File: config.mk
export PLATFORM = sky130hd
export DESIGN_NAME = mem_reader_flat
export DESIGN_NICKNAME = d
export VERILOG_FILES = /design/src/rtl/mem_reader_pkg.sv /design/src/rtl/mem_reader_if.sv /design/src/rtl/mem_reader_pipe.sv /design/src/rtl/mem_reader.sv /design/src/flat_wrapper.sv
export SDC_FILE = /design/constraint.sdc
export NUM_CORES = 1
export LEC_CHECK = 0
export ABC_AREA = 1
export CELL_PAD_IN_SITES_DETAIL_PLACEMENT = 0
export CELL_PAD_IN_SITES_GLOBAL_PLACEMENT = 1
export CORE_UTILIZATION = 38
export CTS_CLUSTER_DIAMETER = 60
export DETAILED_ROUTE_END_ITERATION = 12
export PLACE_DENSITY = 0.9
export SYNTH_ARGS = -nofsm -noshare
export SYNTH_HDL_FRONTEND = slang
export SYNTH_HIERARCHICAL = 1
export SYNTH_SLANG_ARGS = --single-unit
File: constraint.sdc
create_clock -name CLK -period 2.7 [get_ports CLK]
set_input_delay 0.54 -clock CLK [delete_from_list [all_inputs] [get_ports CLK]]
set_output_delay 0.54 -clock CLK [all_outputs]
set_load 0.05 [all_outputs]
File: src/rtl/mem_reader_pkg.sv
// -----------------------------------------------------------------------------
// mem_reader_pkg
// Shared frame-buffer constants, read-side FSM state encoding and the marker
// tag that travels alongside every pixel read.
//   FB_H_ACTIVE / FB_V_ACTIVE / FB_FRAME_PIXELS : default 640x480 frame geometry
//   FB_ADDR_W                                   : frame-buffer address width (19)
//   FB_DATA_W                                   : default pixel width (12)
//   rd_state_t                                  : IDLE=0, ACTIVE=1, DRAIN=2
//   pix_tag_t                                   : {vld, sof, eol} per pixel read
// -----------------------------------------------------------------------------
package mem_reader_pkg;

   localparam int FB_H_ACTIVE     = 640;
   localparam int FB_V_ACTIVE     = 480;
   localparam int FB_FRAME_PIXELS = FB_H_ACTIVE * FB_V_ACTIVE;
   localparam int FB_ADDR_W       = $clog2(FB_FRAME_PIXELS);
   localparam int FB_DATA_W       = 12;

   // Same numbering as the write-side FSM so both can be decoded alike.
   typedef enum logic [1:0] {
      ST_IDLE   = 2'd0,
      ST_ACTIVE = 2'd1,
      ST_DRAIN  = 2'd2
   } rd_state_t;

   typedef struct packed {
      logic vld;
      logic sof;
      logic eol;
   } pix_tag_t;

   // Counter width that stays legal for a degenerate count of 1.
   function automatic int cnt_width(input int n);
      return (n > 1) ? $clog2(n) : 1;
   endfunction

endpackage

File: src/rtl/mem_reader_if.sv
// -----------------------------------------------------------------------------
// mem_reader_if
// Bundles the frame-buffer BRAM read port and the output FIFO write port.
//   BRAM side : o_raddr, o_rd_en (reader drives), i_rdata (BRAM drives)
//   FIFO side : o_wr, o_wdata, o_sof, o_eol (reader drives),
//               i_almostfull (FIFO drives)
// Modports: master = scan-out engine, slave = BRAM / FIFO side.
// -----------------------------------------------------------------------------
interface mem_reader_if
   import mem_reader_pkg::*;
#(
   parameter int DATA_WIDTH = FB_DATA_W,
   parameter int AW         = FB_ADDR_W
) ();

   logic [AW-1:0]         o_raddr;
   logic                  o_rd_en;
   logic [DATA_WIDTH-1:0] i_rdata;
   logic                  o_wr;
   logic [DATA_WIDTH-1:0] o_wdata;
   logic                  o_sof;
   logic                  o_eol;
   logic                  i_almostfull;

   modport master (
      output o_raddr, o_rd_en, o_wr, o_wdata, o_sof, o_eol,
      input  i_rdata, i_almostfull
   );

   modport slave (
      input  o_raddr, o_rd_en, o_wr, o_wdata, o_sof, o_eol,
      output i_rdata, i_almostfull
   );

endinterface

File: src/rtl/mem_reader_pipe.sv
// -----------------------------------------------------------------------------
// mem_rd_pipe
// Delay line that carries the {vld, sof, eol} tag of each BRAM read for STAGES
// cycles so it lines up with the read data at the tap.
//   CLK  : clock
//   clr  : synchronous clear of the valid bits (reset or flush)
//   push : tag of the read issued this cycle
//   tap  : tag of the read whose data is on the BRAM output this cycle
// -----------------------------------------------------------------------------
module mem_rd_pipe
   import mem_reader_pkg::*;
#(
   parameter int STAGES = 1
) (
   input  logic     CLK,
   input  logic     clr,
   input  pix_tag_t push,
   output pix_tag_t tap
);

   logic [STAGES-1:0] vld_p;
   logic [STAGES-1:0] sof_p;
   logic [STAGES-1:0] eol_p;

   // Stage 0..STAGES-1: valid bits are control and honour the clear
   always_ff @(posedge CLK) begin
      if (clr) begin
         vld_p <= '0;
      end else begin
         vld_p[0] <= push.vld;
         for (int i = 1; i < STAGES; i++) begin
            vld_p[i] <= vld_p[i-1];
         end
      end
   end

   // Markers are only looked at when their valid bit is set, so no clear.
   always_ff @(posedge CLK) begin
      sof_p[0] <= push.sof;
      eol_p[0] <= push.eol;
      for (int i = 1; i < STAGES; i++) begin
         sof_p[i] <= sof_p[i-1];
         eol_p[i] <= eol_p[i-1];
      end
   end

   assign tap.vld = vld_p[STAGES-1];
   assign tap.sof = sof_p[STAGES-1];
   assign tap.eol = eol_p[STAGES-1];

endmodule

File: src/rtl/mem_reader.sv
// -----------------------------------------------------------------------------
// mem_reader
// Frame-buffer scan-out engine. Reads one frame from the BRAM read port in
// raster order and writes the pixels into the output FIFO, throttled by the
// FIFO almost-full flag. Start-of-frame and end-of-line markers accompany each
// pixel.
//   CLK, RST      : clock, synchronous active-high reset
//   i_flush       : synchronous abort, discards in-flight reads
//   i_start       : frame start request (accepted in IDLE only)
//   o_busy        : FSM not in IDLE
//   o_frame_done  : one-cycle end-of-frame pulse
//   bus (master)  : BRAM read port + FIFO write port, see mem_reader_if
// Build option FB_RD_CONTINUOUS_EN: scan frames back to back without DRAIN;
// o_frame_done then pulses when the read address wraps.
// -----------------------------------------------------------------------------
module mem_reader
   import mem_reader_pkg::*;
#(
   parameter int DATA_WIDTH = FB_DATA_W,
   parameter int BRAM_DEPTH = FB_FRAME_PIXELS,   // multiple of H_ACTIVE
   parameter int H_ACTIVE   = FB_H_ACTIVE,
   parameter int RD_LATENCY = 1                  // 1..3
) (
   input  logic         CLK,
   input  logic         RST,
   input  logic         i_flush,
   input  logic         i_start,
   output logic         o_busy,
   output logic         o_frame_done,
   mem_reader_if.master bus
);

   localparam int              AW         = $clog2(BRAM_DEPTH);
   localparam int              CW         = cnt_width(H_ACTIVE);
   localparam logic [AW-1:0]   LAST_ADDR  = AW'(BRAM_DEPTH - 1);
   localparam logic [CW-1:0]   LAST_COL   = CW'(H_ACTIVE - 1);
   localparam logic [1:0]      DRAIN_LAST = 2'(RD_LATENCY);

`ifdef FB_RD_CONTINUOUS_EN
   localparam bit CONT_MODE = 1'b1;
`else
   localparam bit CONT_MODE = 1'b0;
`endif

   rd_state_t       state;
   rd_state_t       state_nxt;
   logic [AW-1:0]   raddr;
   logic [CW-1:0]   col;
   logic [1:0]      drain_cnt;
   logic            rd_en;
   logic            last_rd;
   logic            clr;
   logic            frame_done_q;
   pix_tag_t        push_tag;
   pix_tag_t        tap_tag;
   logic            wr_q;
   logic            sof_q;
   logic            eol_q;
   logic [DATA_WIDTH-1:0] wdata_q;

   // Reset and flush have the same effect; reset simply wins when both occur.
   assign clr     = RST | i_flush;
   assign last_rd = rd_en && (raddr == LAST_ADDR);

   // FSM state register
   always_ff @(posedge CLK) begin
      if (clr) begin
         state <= ST_IDLE;
      end else begin
         state <= state_nxt;
      end
   end

   // FSM next state
   always_comb begin
      state_nxt = state;
      case (state)
         ST_IDLE: begin
            if (i_start) begin
               state_nxt = ST_ACTIVE;
            end
         end
         ST_ACTIVE: begin
            if (last_rd && !CONT_MODE) begin
               state_nxt = ST_DRAIN;
            end
         end
         ST_DRAIN: begin
            // RD_LATENCY+1 cycles: enough for the last read to reach o_wr.
            if (drain_cnt == DRAIN_LAST) begin
               state_nxt = ST_IDLE;
            end
         end
         default: state_nxt = ST_IDLE;
      endcase
   end

   // FSM outputs: read strobe reacts to almost-full in the same cycle
   always_comb begin
      rd_en  = 1'b0;
      o_busy = 1'b0;
      if (state == ST_ACTIVE) begin
         rd_en = !bus.i_almostfull;
      end
      if (state != ST_IDLE) begin
         o_busy = 1'b1;
      end
   end

   // Raster address and column counters
   always_ff @(posedge CLK) begin
      if (clr) begin
         raddr <= '0;
         col   <= '0;
      end else if (state == ST_IDLE) begin
         if (i_start) begin
            raddr <= '0;
            col   <= '0;
         end
      end else if (rd_en) begin
         raddr <= (raddr == LAST_ADDR) ? '0 : raddr + 1'b1;
         col   <= (col == LAST_COL) ? '0 : col + 1'b1;
      end
   end

   always_ff @(posedge CLK) begin
      if (clr || (state != ST_DRAIN)) begin
         drain_cnt <= '0;
      end else begin
         drain_cnt <= drain_cnt + 1'b1;
      end
   end

   // Single-shot: pulse once DRAIN has flushed the last pixel.
   // Continuous: pulse right after the read that wraps the address.
   always_ff @(posedge CLK) begin
      if (clr) begin
         frame_done_q <= 1'b0;
      end else if (CONT_MODE) begin
         frame_done_q <= last_rd;
      end else begin
         frame_done_q <= (state == ST_DRAIN) && (drain_cnt == DRAIN_LAST);
      end
   end

   assign push_tag.vld = rd_en;
   assign push_tag.sof = (raddr == '0);
   assign push_tag.eol = (col == LAST_COL);

   mem_rd_pipe #(
      .STAGES (RD_LATENCY)
   ) u_pipe (
      .CLK  (CLK),
      .clr  (clr),
      .push (push_tag),
      .tap  (tap_tag)
   );

   // Output stage: register BRAM data together with its tag
   always_ff @(posedge CLK) begin
      if (clr) begin
         wr_q    <= 1'b0;
         sof_q   <= 1'b0;
         eol_q   <= 1'b0;
         wdata_q <= '0;
      end else begin
         wr_q  <= tap_tag.vld;
         sof_q <= tap_tag.vld & tap_tag.sof;
         eol_q <= tap_tag.vld & tap_tag.eol;
         if (tap_tag.vld) begin
            wdata_q <= bus.i_rdata;
         end
      end
   end

   assign bus.o_raddr   = raddr;
   assign bus.o_rd_en   = rd_en;
   assign bus.o_wr      = wr_q;
   assign bus.o_wdata   = wdata_q;
   assign bus.o_sof     = sof_q;
   assign bus.o_eol     = eol_q;
   assign o_frame_done  = frame_done_q;

endmodule
File: src/flat_wrapper.sv
// flat-port wrapper written by rule: the top's interface ports become plain ports
module mem_reader_flat import mem_reader_pkg::*;
#(
   parameter int DATA_WIDTH = FB_DATA_W,
   parameter int BRAM_DEPTH = FB_FRAME_PIXELS,                          
   parameter int H_ACTIVE   = FB_H_ACTIVE,
   parameter int RD_LATENCY = 1                         
)
  (CLK, RST, i_flush, i_start, o_busy, o_frame_done, bus_o_raddr, bus_o_rd_en, bus_o_wr, bus_o_wdata, bus_o_sof, bus_o_eol, bus_i_rdata, bus_i_almostfull);
  mem_reader_if #(.DATA_WIDTH(DATA_WIDTH)) bus_i ();
  input  logic CLK;
  input  logic RST;
  input  logic i_flush;
  input  logic i_start;
  output logic o_busy;
  output logic o_frame_done;
  output wire logic [$bits(bus_i.o_raddr)-1:0] bus_o_raddr;
  output wire logic [$bits(bus_i.o_rd_en)-1:0] bus_o_rd_en;
  output wire logic [$bits(bus_i.o_wr)-1:0] bus_o_wr;
  output wire logic [$bits(bus_i.o_wdata)-1:0] bus_o_wdata;
  output wire logic [$bits(bus_i.o_sof)-1:0] bus_o_sof;
  output wire logic [$bits(bus_i.o_eol)-1:0] bus_o_eol;
  input wire logic [$bits(bus_i.i_rdata)-1:0] bus_i_rdata;
  input wire logic [$bits(bus_i.i_almostfull)-1:0] bus_i_almostfull;
  assign bus_o_raddr = bus_i.o_raddr;
  assign bus_o_rd_en = bus_i.o_rd_en;
  assign bus_o_wr = bus_i.o_wr;
  assign bus_o_wdata = bus_i.o_wdata;
  assign bus_o_sof = bus_i.o_sof;
  assign bus_o_eol = bus_i.o_eol;
  assign bus_i.i_rdata = bus_i_rdata;
  assign bus_i.i_almostfull = bus_i_almostfull;
  mem_reader #(.DATA_WIDTH(DATA_WIDTH), .BRAM_DEPTH(BRAM_DEPTH), .H_ACTIVE(H_ACTIVE), .RD_LATENCY(RD_LATENCY)) u_core (.CLK(CLK), .RST(RST), .i_flush(i_flush), .i_start(i_start), .o_busy(o_busy), .o_frame_done(o_frame_done), .bus(bus_i));
endmodule
==> flow_metrics.env, run 1 <==
export IMPL_status="finished clean"
export IMPL_clk_transition_reported_paths_ns=0.10
export IMPL_htree_num_levels=2
export IMPL_synth_cells=366
export IMPL_grtUsageTotal_pct=17.9
export IMPL_worstPathCellList="nor2_2 > clkinv_1 > clkdlybuf4s50_1"
export IMPL_detailedPlacementHpwl_um=4310
export IMPL_timing_max_cap_violations=0
export IMPL_worstHoldStart="u_core/drain_cnt[0]$_SDFF_PP0_"
export IMPL_syn_area_um2=2500
export IMPL_timing_max_slew_rel_slack_pct=53.8
export IMPL_min_period_ns=2.46
export IMPL_ys_warnings=6
export IMPL_synth_seq_area_share_pct=41.6
export IMPL_critical_path_arrival_ns=1.92
export IMPL_period_share_pct=91.0
export IMPL_power_leakage_uw=0.00114
export IMPL_ir_worst_vdd_v=0.000316
export IMPL_ioPinCount=54
export IMPL_gpl_final_weighted_congestion=0.881
export IMPL_final_stage_net_count=438
export IMPL_worst_r2r_path_depth=8
export IMPL_clock_sink_count=52
export IMPL_setup_repair_after_global_routing_missed_its_margin="false"
export IMPL_maxSlewViolCount=0
export IMPL_required_ns=2.16
export IMPL_final_cell_mix="sky130_fd_sc_hd__nand2_1, sky130_fd_sc_hd__nor2_1, sky130_fd_sc_hd__clkdlybuf4s50_1, sky130_fd_sc_hd__dfxtp_1, sky130_fd_sc_hd__inv_1"
export IMPL_port_buffers=53
export IMPL_first_global_vias=2209
export IMPL_pwr_density_cell_nw_per_um2=422
export IMPL_post_synth_top_area_cell="sky130_fd_sc_hd__dfxtp_1"
export IMPL_max_clock_freq_mhz=407
export IMPL_number_of_flops_mapped_to_enable_cells_by_yosys=0
export IMPL_drc_errors=0
export IMPL_post_layout_total_power_uw=1340
export IMPL_cts_tree="done"
export IMPL_syn_to_final_growth_pct=27.1
export IMPL_ys_dominant_reg_cell="sky130_fd_sc_hd__dfxtp_1"
export IMPL_row_count=29
export IMPL_post_synth_top_area_fraction_pct=41.6
export IMPL_final_common_cell="sky130_fd_sc_hd__nand2_1"
export IMPL_ff2ff_setup_slack_ns=0.88
export IMPL_timing_rr_end="u_core/bus.o_raddr[10]$_SDFFE_PP0P_"
export IMPL_cts_setup_buffers=0
export IMPL_initial_core_util_pct=39.4
export IMPL_worstReg2RegStart="u_core/bus.o_raddr[1]$_SDFFE_PP0P_"
export IMPL_clock_skew_ns=0.0140
export IMPL_insertedDiodeCount=0
export IMPL_ctsResizeCount=0
export IMPL_synth_fp_nets=387
export IMPL_final_layout_size_suffix_gt1_share_pct=6.46
export IMPL_ctsHoldBuffers=0
export IMPL_synthTopCellsByArea="sky130_fd_sc_hd__dfxtp_1, sky130_fd_sc_hd__nand2_1, sky130_fd_sc_hd__nor2_1"
export IMPL_preCtsSetupSlack_ns=0.572
export IMPL_critPathMaxStageDelay_ns=0.80
export IMPL_route_vias_total=2390
export IMPL_worstHoldPathType="reg -> reg"
export IMPL_worst_setup_path_end_kind="output port"
export IMPL_buffer_levels_on_the_longest_clock_path=2
export IMPL_grt_antenna_before_repair=0
export IMPL_utilization_pct=50.1
export IMPL_report_final_setup_viol=0
export IMPL_drt_pass1_iterations=4
export IMPL_tightest_slew_ns=0.691
export IMPL_width_of_the_chip_um=83.2
export IMPL_timing_critical_path_fanout_max=10
export IMPL_whs_endpoint="u_core/drain_cnt[0]$_SDFF_PP0_"
export IMPL_worstSkewPairLatency_ns=0.32
export IMPL_startpoint_type="flop"
export IMPL_syn_area_per_cell_um2=6.84
export IMPL_setup_tns_ns=0
export IMPL_grt_max_degree=23
export IMPL_dieHeight_um=83.2
export IMPL_grt_first_pass_wirelength_um=10100
export IMPL_worstSetupPathType="reg -> out"
export IMPL_routed_wl_um=5860
export IMPL_setup_ws_ns=0.242
export IMPL_postSynthRegisterBits=52
export IMPL_total_die_area_um2=6920
export IMPL_avgRoutedWirePerCell_um=11.8
export IMPL_clock_tree_root_cell="sky130_fd_sc_hd__clkbuf_8"
export IMPL_number_of_endpoints_with_negative_hold_slack_in_the_final_report=0
export IMPL_cts_made_buffers=5
export IMPL_worst_path_max_delay_cell="sky130_fd_sc_hd__clkdlybuf4s50_1"
export IMPL_floorplan_core_area_um2=6350
export IMPL_avgViaCountPerCell=4.83
export IMPL_detail_route_iter0_violations=117
export IMPL_ant_nets=0
export IMPL_cells_on_worst_hold_path=1
export IMPL_async_reset_ff_share_pct=0
export IMPL_overflow=0
export IMPL_yosysUniqueCellTypes=28
[power breakdown]
part           internal, uW  switching, uW
Sequential              770           3.27
Combinational          39.6           60.3
Clock                   189            280
Total                   999            344
[logic make-up after synthesis]
| kind of cell | synth area share, % |
|---|---|
| and+or+nand+nor | 38.0 |
| buffers and inverters | 9.39 |
| DFF | 41.6 |
| AOI/OAI and AO/OA | 6.99 |
| xor gates and xnor gates | 2.10 |
| adders and majority gates | 2.00 |
[area by class of cell]
cell class | count | area, um2
clock buffers | 5 | 68.8
flip-flops and latches | 52 | 1040
inverters | 45 | 169
repair buffers | 55 | 556
well taps | 77 | 96.3
fillers | 651 | 3170
clock inverters | 3 | 25.0
multi-input cells | 258 | 1230
[flip-flops by register name (all words and copies together), names as in the netlist]
signal	flops
u_core/bus.o_wr	1
u_core/bus.o_eol	1
u_core/u_pipe/eol_p	1
u_core/u_pipe/sof_p	1
u_core/o_frame_done	1
u_core/u_pipe/vld_p	1
u_core/col	10
u_core/state	2
u_core/drain_cnt	2
u_core/bus.o_raddr	19
u_core/bus.o_wdata	12
u_core/bus.o_sof	1
[per-stage QoR]
step	cell area [um2]	hold slack, ns	std cells
after floorplan	2500	0.399	366
after global placement	3090	0.408	487
after detailed placement	3090	0.421	487
after CTS	3180	0.434	495
after global routing	3180	0.466	495
final	3180	0.434	495
[synthesized netlist by cell type (5+ instances only)]
master,count
sky130_fd_sc_hd__nand2_1,89
sky130_fd_sc_hd__nor2_1,61
sky130_fd_sc_hd__dfxtp_1,52
sky130_fd_sc_hd__inv_1,43
sky130_fd_sc_hd__nand3_1,27
sky130_fd_sc_hd__a21oi_1,25
sky130_fd_sc_hd__nand4_1,11
sky130_fd_sc_hd__nor3_1,8
sky130_fd_sc_hd__o21ai_0,6
sky130_fd_sc_hd__nand2_2,5
sky130_fd_sc_hd__xor2_1,5
[routing by layer]
metal  vias to the layer above  share of wire (%)  global-route usage, %
met5                         -                  0                      0
met4                         0                1.9                   8.46
met2                        73                 43                   26.7
met3                        10                6.4                   3.28
met1                      1052                 49                   25.0
li1                       1255                  -                      -
[how the worst max path moves through the flow]
| stage | cells after the start | from | slack (ns) | endpoint |
|---|---|---|---|---|
| 2_1_floorplan | 8 | u_core/bus.o_raddr[1]$_SDFFE_PP0P_ | 0.83 | u_core/bus.o_raddr[10]$_SDFFE_PP0P_ |
| 3_3_place_gp | 3 | u_core/state[0]$_SDFFE_PP0P_ | 0.63 | o_busy |
| 3_5_place_dp | 10 | i_start | 0.57 | u_core/bus.o_raddr[12]$_SDFFE_PP0P_ |
| 4_1_cts | 3 | u_core/state[0]$_SDFFE_PP0P_ | 0.23 | o_busy |
| 5_1_grt | 3 | u_core/state[0]$_SDFFE_PP0P_ | 0.14 | o_busy |
| 6_report | 3 | u_core/state[0]$_SDFFE_PP0P_ | 0.24 | o_busy |
[critical path, delay by kind of cell (launching register included)]
family | cells | cell delay [ns]
buf+inv | 2 | 1.08
flops | 1 | 0.35
simple gates | 1 | 0.17
Note: power is estimated with default switching activity, not from simulation.
==> run 2: changes to the inputs <==
- CORE_MARGIN: not set -> 4
==> run 2 against run 1 <==
Utilization about the same. Final cell count unchanged. Critical path depth unchanged. Global-route usage decreased by 2.4 points. Sequential cell count unchanged. Routed wire length increased by 2.9%. Worst setup slack improved by 0.011 ns. Power increased by 5.5%. Cell area increased by 0.67%. Hold slack got worse by 0.0059 ns. Highest routed layer unchanged.
==> flow_metrics.env, run 2 (synthesis results as in run 1) <==
export IMPL_clock_sink_count=52
export IMPL_cts_tree="done"
export IMPL_worst_r2r_path_depth=8
export IMPL_startpoint_type="flop"
export IMPL_dieHeight_um=89.2
export IMPL_routed_wl_um=6030
export IMPL_timing_max_cap_violations=0
export IMPL_avgViaCountPerCell=4.70
export IMPL_ctsHoldBuffers=0
export IMPL_status="finished clean"
export IMPL_overflow=0
export IMPL_floorplan_core_area_um2=6390
export IMPL_grtUsageTotal_pct=15.6
export IMPL_grt_max_degree=23
export IMPL_pwr_share_seq_pct=54.6
export IMPL_initial_core_util_pct=39.2
export IMPL_min_period_ns=2.45
export IMPL_buffer_levels_on_the_longest_clock_path=2
export IMPL_final_layout_size_suffix_gt1_share_pct=6.46
export IMPL_port_buffers=53
export IMPL_timing_critical_path_fanout_max=10
export IMPL_cts_setup_buffers=0
export IMPL_worstSkewPairLatency_ns=0.30
export IMPL_finish_instance_area_um2=3210
export IMPL_grt_antenna_before_repair=0
export IMPL_maxSlewViolCount=0
export IMPL_timing_rr_end="u_core/bus.o_raddr[16]$_SDFFE_PP0P_"
export IMPL_final_cell_mix="sky130_fd_sc_hd__nand2_1, sky130_fd_sc_hd__nor2_1, sky130_fd_sc_hd__clkdlybuf4s50_1, sky130_fd_sc_hd__dfxtp_1, sky130_fd_sc_hd__inv_1"
export IMPL_clk_transition_reported_paths_ns=0.09
export IMPL_worstPathCellList="nor2_2 > clkinv_1 > clkdlybuf4s50_1"
export IMPL_worstSetupPathType="reg -> out"
export IMPL_width_of_the_chip_um=89.2
export IMPL_syn_to_final_growth_pct=28.0
export IMPL_number_of_endpoints_with_negative_hold_slack_in_the_final_report=0
export IMPL_cells_on_worst_hold_path=1
export IMPL_drc_errors=0
export IMPL_tightest_slew_ns=0.731
export IMPL_first_global_vias=2166
export IMPL_worstReg2RegStart="u_core/bus.o_raddr[1]$_SDFFE_PP0P_"
export IMPL_max_ffs_per_register=19
export IMPL_place_area_um2=3090
export IMPL_critical_path_arrival_ns=1.91
export IMPL_worstHoldStart="u_core/drain_cnt[0]$_SDFF_PP0_"
export IMPL_setup_tns_ns=0
export IMPL_critPathMaxStageDelay_ns=0.81
export IMPL_htree_num_levels=2
export IMPL_whs_endpoint="u_core/drain_cnt[0]$_SDFF_PP0_"
export IMPL_setup_repair_after_global_routing_missed_its_margin="false"
export IMPL_grt_first_pass_wirelength_um=9890
export IMPL_insertedDiodeCount=0
export IMPL_max_clock_freq_mhz=409
export IMPL_period_share_pct=90.6
export IMPL_final_stage_net_count=438
export IMPL_cp_num_buf_inv=2
export IMPL_avgRoutedWirePerCell_um=12.2
export IMPL_finalHoldWorstSlack_ns=0.428
export IMPL_row_count=29
export IMPL_power_switching_uw=328
export IMPL_total_die_area_um2=7950
export IMPL_met3WireLength_um=384
export IMPL_drt_pass1_iterations=4
export IMPL_clock_tree_root_cell="sky130_fd_sc_hd__clkbuf_8"
export IMPL_final_common_cell="sky130_fd_sc_hd__nand2_1"
export IMPL_route_vias_total=2328
export IMPL_share_clk_of_total_power_pct=38.3
export IMPL_cts_made_buffers=5
export IMPL_final_fill_count=652
export IMPL_clock_skew_ns=0.00713
export IMPL_ant_nets=0
export IMPL_worstHoldPathType="reg -> reg"
export IMPL_ioPinCount=54
export IMPL_preCtsSetupSlack_ns=0.467
export IMPL_timing_max_slew_rel_slack_pct=51.2
export IMPL_timing_critical_path_max_delay_family="buffers and inverters"
export IMPL_highest_layer="met4"
export IMPL_power_leakage_uw=0.00115
export IMPL_worst_path_max_delay_cell="sky130_fd_sc_hd__clkdlybuf4s50_1"
export IMPL_m1WireLength_um=2930
export IMPL_sw_ratio_pct=23.1
export IMPL_ctsResizeCount=0
export IMPL_wl_met2_um=2660
export IMPL_pwr_density_cell_nw_per_um2=442
export IMPL_worst_setup_path_end_kind="output port"
export IMPL_p_int_uw=1090
export IMPL_setup_ws_ns=0.253
export IMPL_ff2ff_setup_slack_ns=0.92
export IMPL_ir_worst_vdd_v=0.000313
export IMPL_required_ns=2.16
export IMPL_report_final_setup_viol=0
export IMPL_crit_cells=3
export IMPL_detail_route_iter0_violations=124
export IMPL_utilization_pct=50.2
export IMPL_gpl_final_weighted_congestion=0.870
export IMPL_combPwrFrac_pct=7.1
export IMPL_detailedPlacementHpwl_um=4510
==> run 2: stage by stage <==
step	power [uW]	std cells
2_1_floorplan	851	366
3_3_place_gp	891	487
3_5_place_dp	891	487
4_1_cts	1440	495
5_1_grt	1470	495
6_report	1420	495
==> run 2: how the worst max path moves through the flow <==
stage,start,endpoint,slack [ns]
finish,u_core/state[0]$_SDFFE_PP0P_,o_busy,0.25
global route,u_core/state[0]$_SDFFE_PP0P_,o_busy,0.11
CTS,u_core/state[0]$_SDFFE_PP0P_,o_busy,0.23
detailed placement,bus_i_almostfull,u_core/bus.o_raddr[17]$_SDFFE_PP0P_,0.47
global placement,i_start,u_core/bus.o_raddr[17]$_SDFFE_PP0P_,0.55
floorplan,u_core/bus.o_raddr[1]$_SDFFE_PP0P_,u_core/bus.o_raddr[10]$_SDFFE_PP0P_,0.83
==> run 2: cell type report <==
cell class	instances	area [um2]	share of cell area [%]
multi-input cells	258	1230	38.3
clock inverters	3	46.3	1.44
flip-flops and latches	52	1040	32.5
clock buffers	5	68.8	2.15
inverters	45	169	5.27
repair buffers	55	556	17.3
well taps	77	96.3	3.01
==> run 2: power groups by stage <==
stage | clock (uW) | combinational [uW] | sequential, uW
floorplan | 0 | 56.5 | 794
global placement | 0 | 100 | 791
detailed placement | 0 | 100 | 791
CTS | 565 | 101 | 773
global route | 591 | 109 | 774
finish | 543 | 100 | 773
==> run 2: layer usage <==
metal | vias to the layer above | GRT usage [%]
met2 | 66 | 25.7
met5 | - | 0
met1 | 1006 | 21.0
li1 | 1252 | -
met4 | 0 | 4.06
met3 | 4 | 2.67
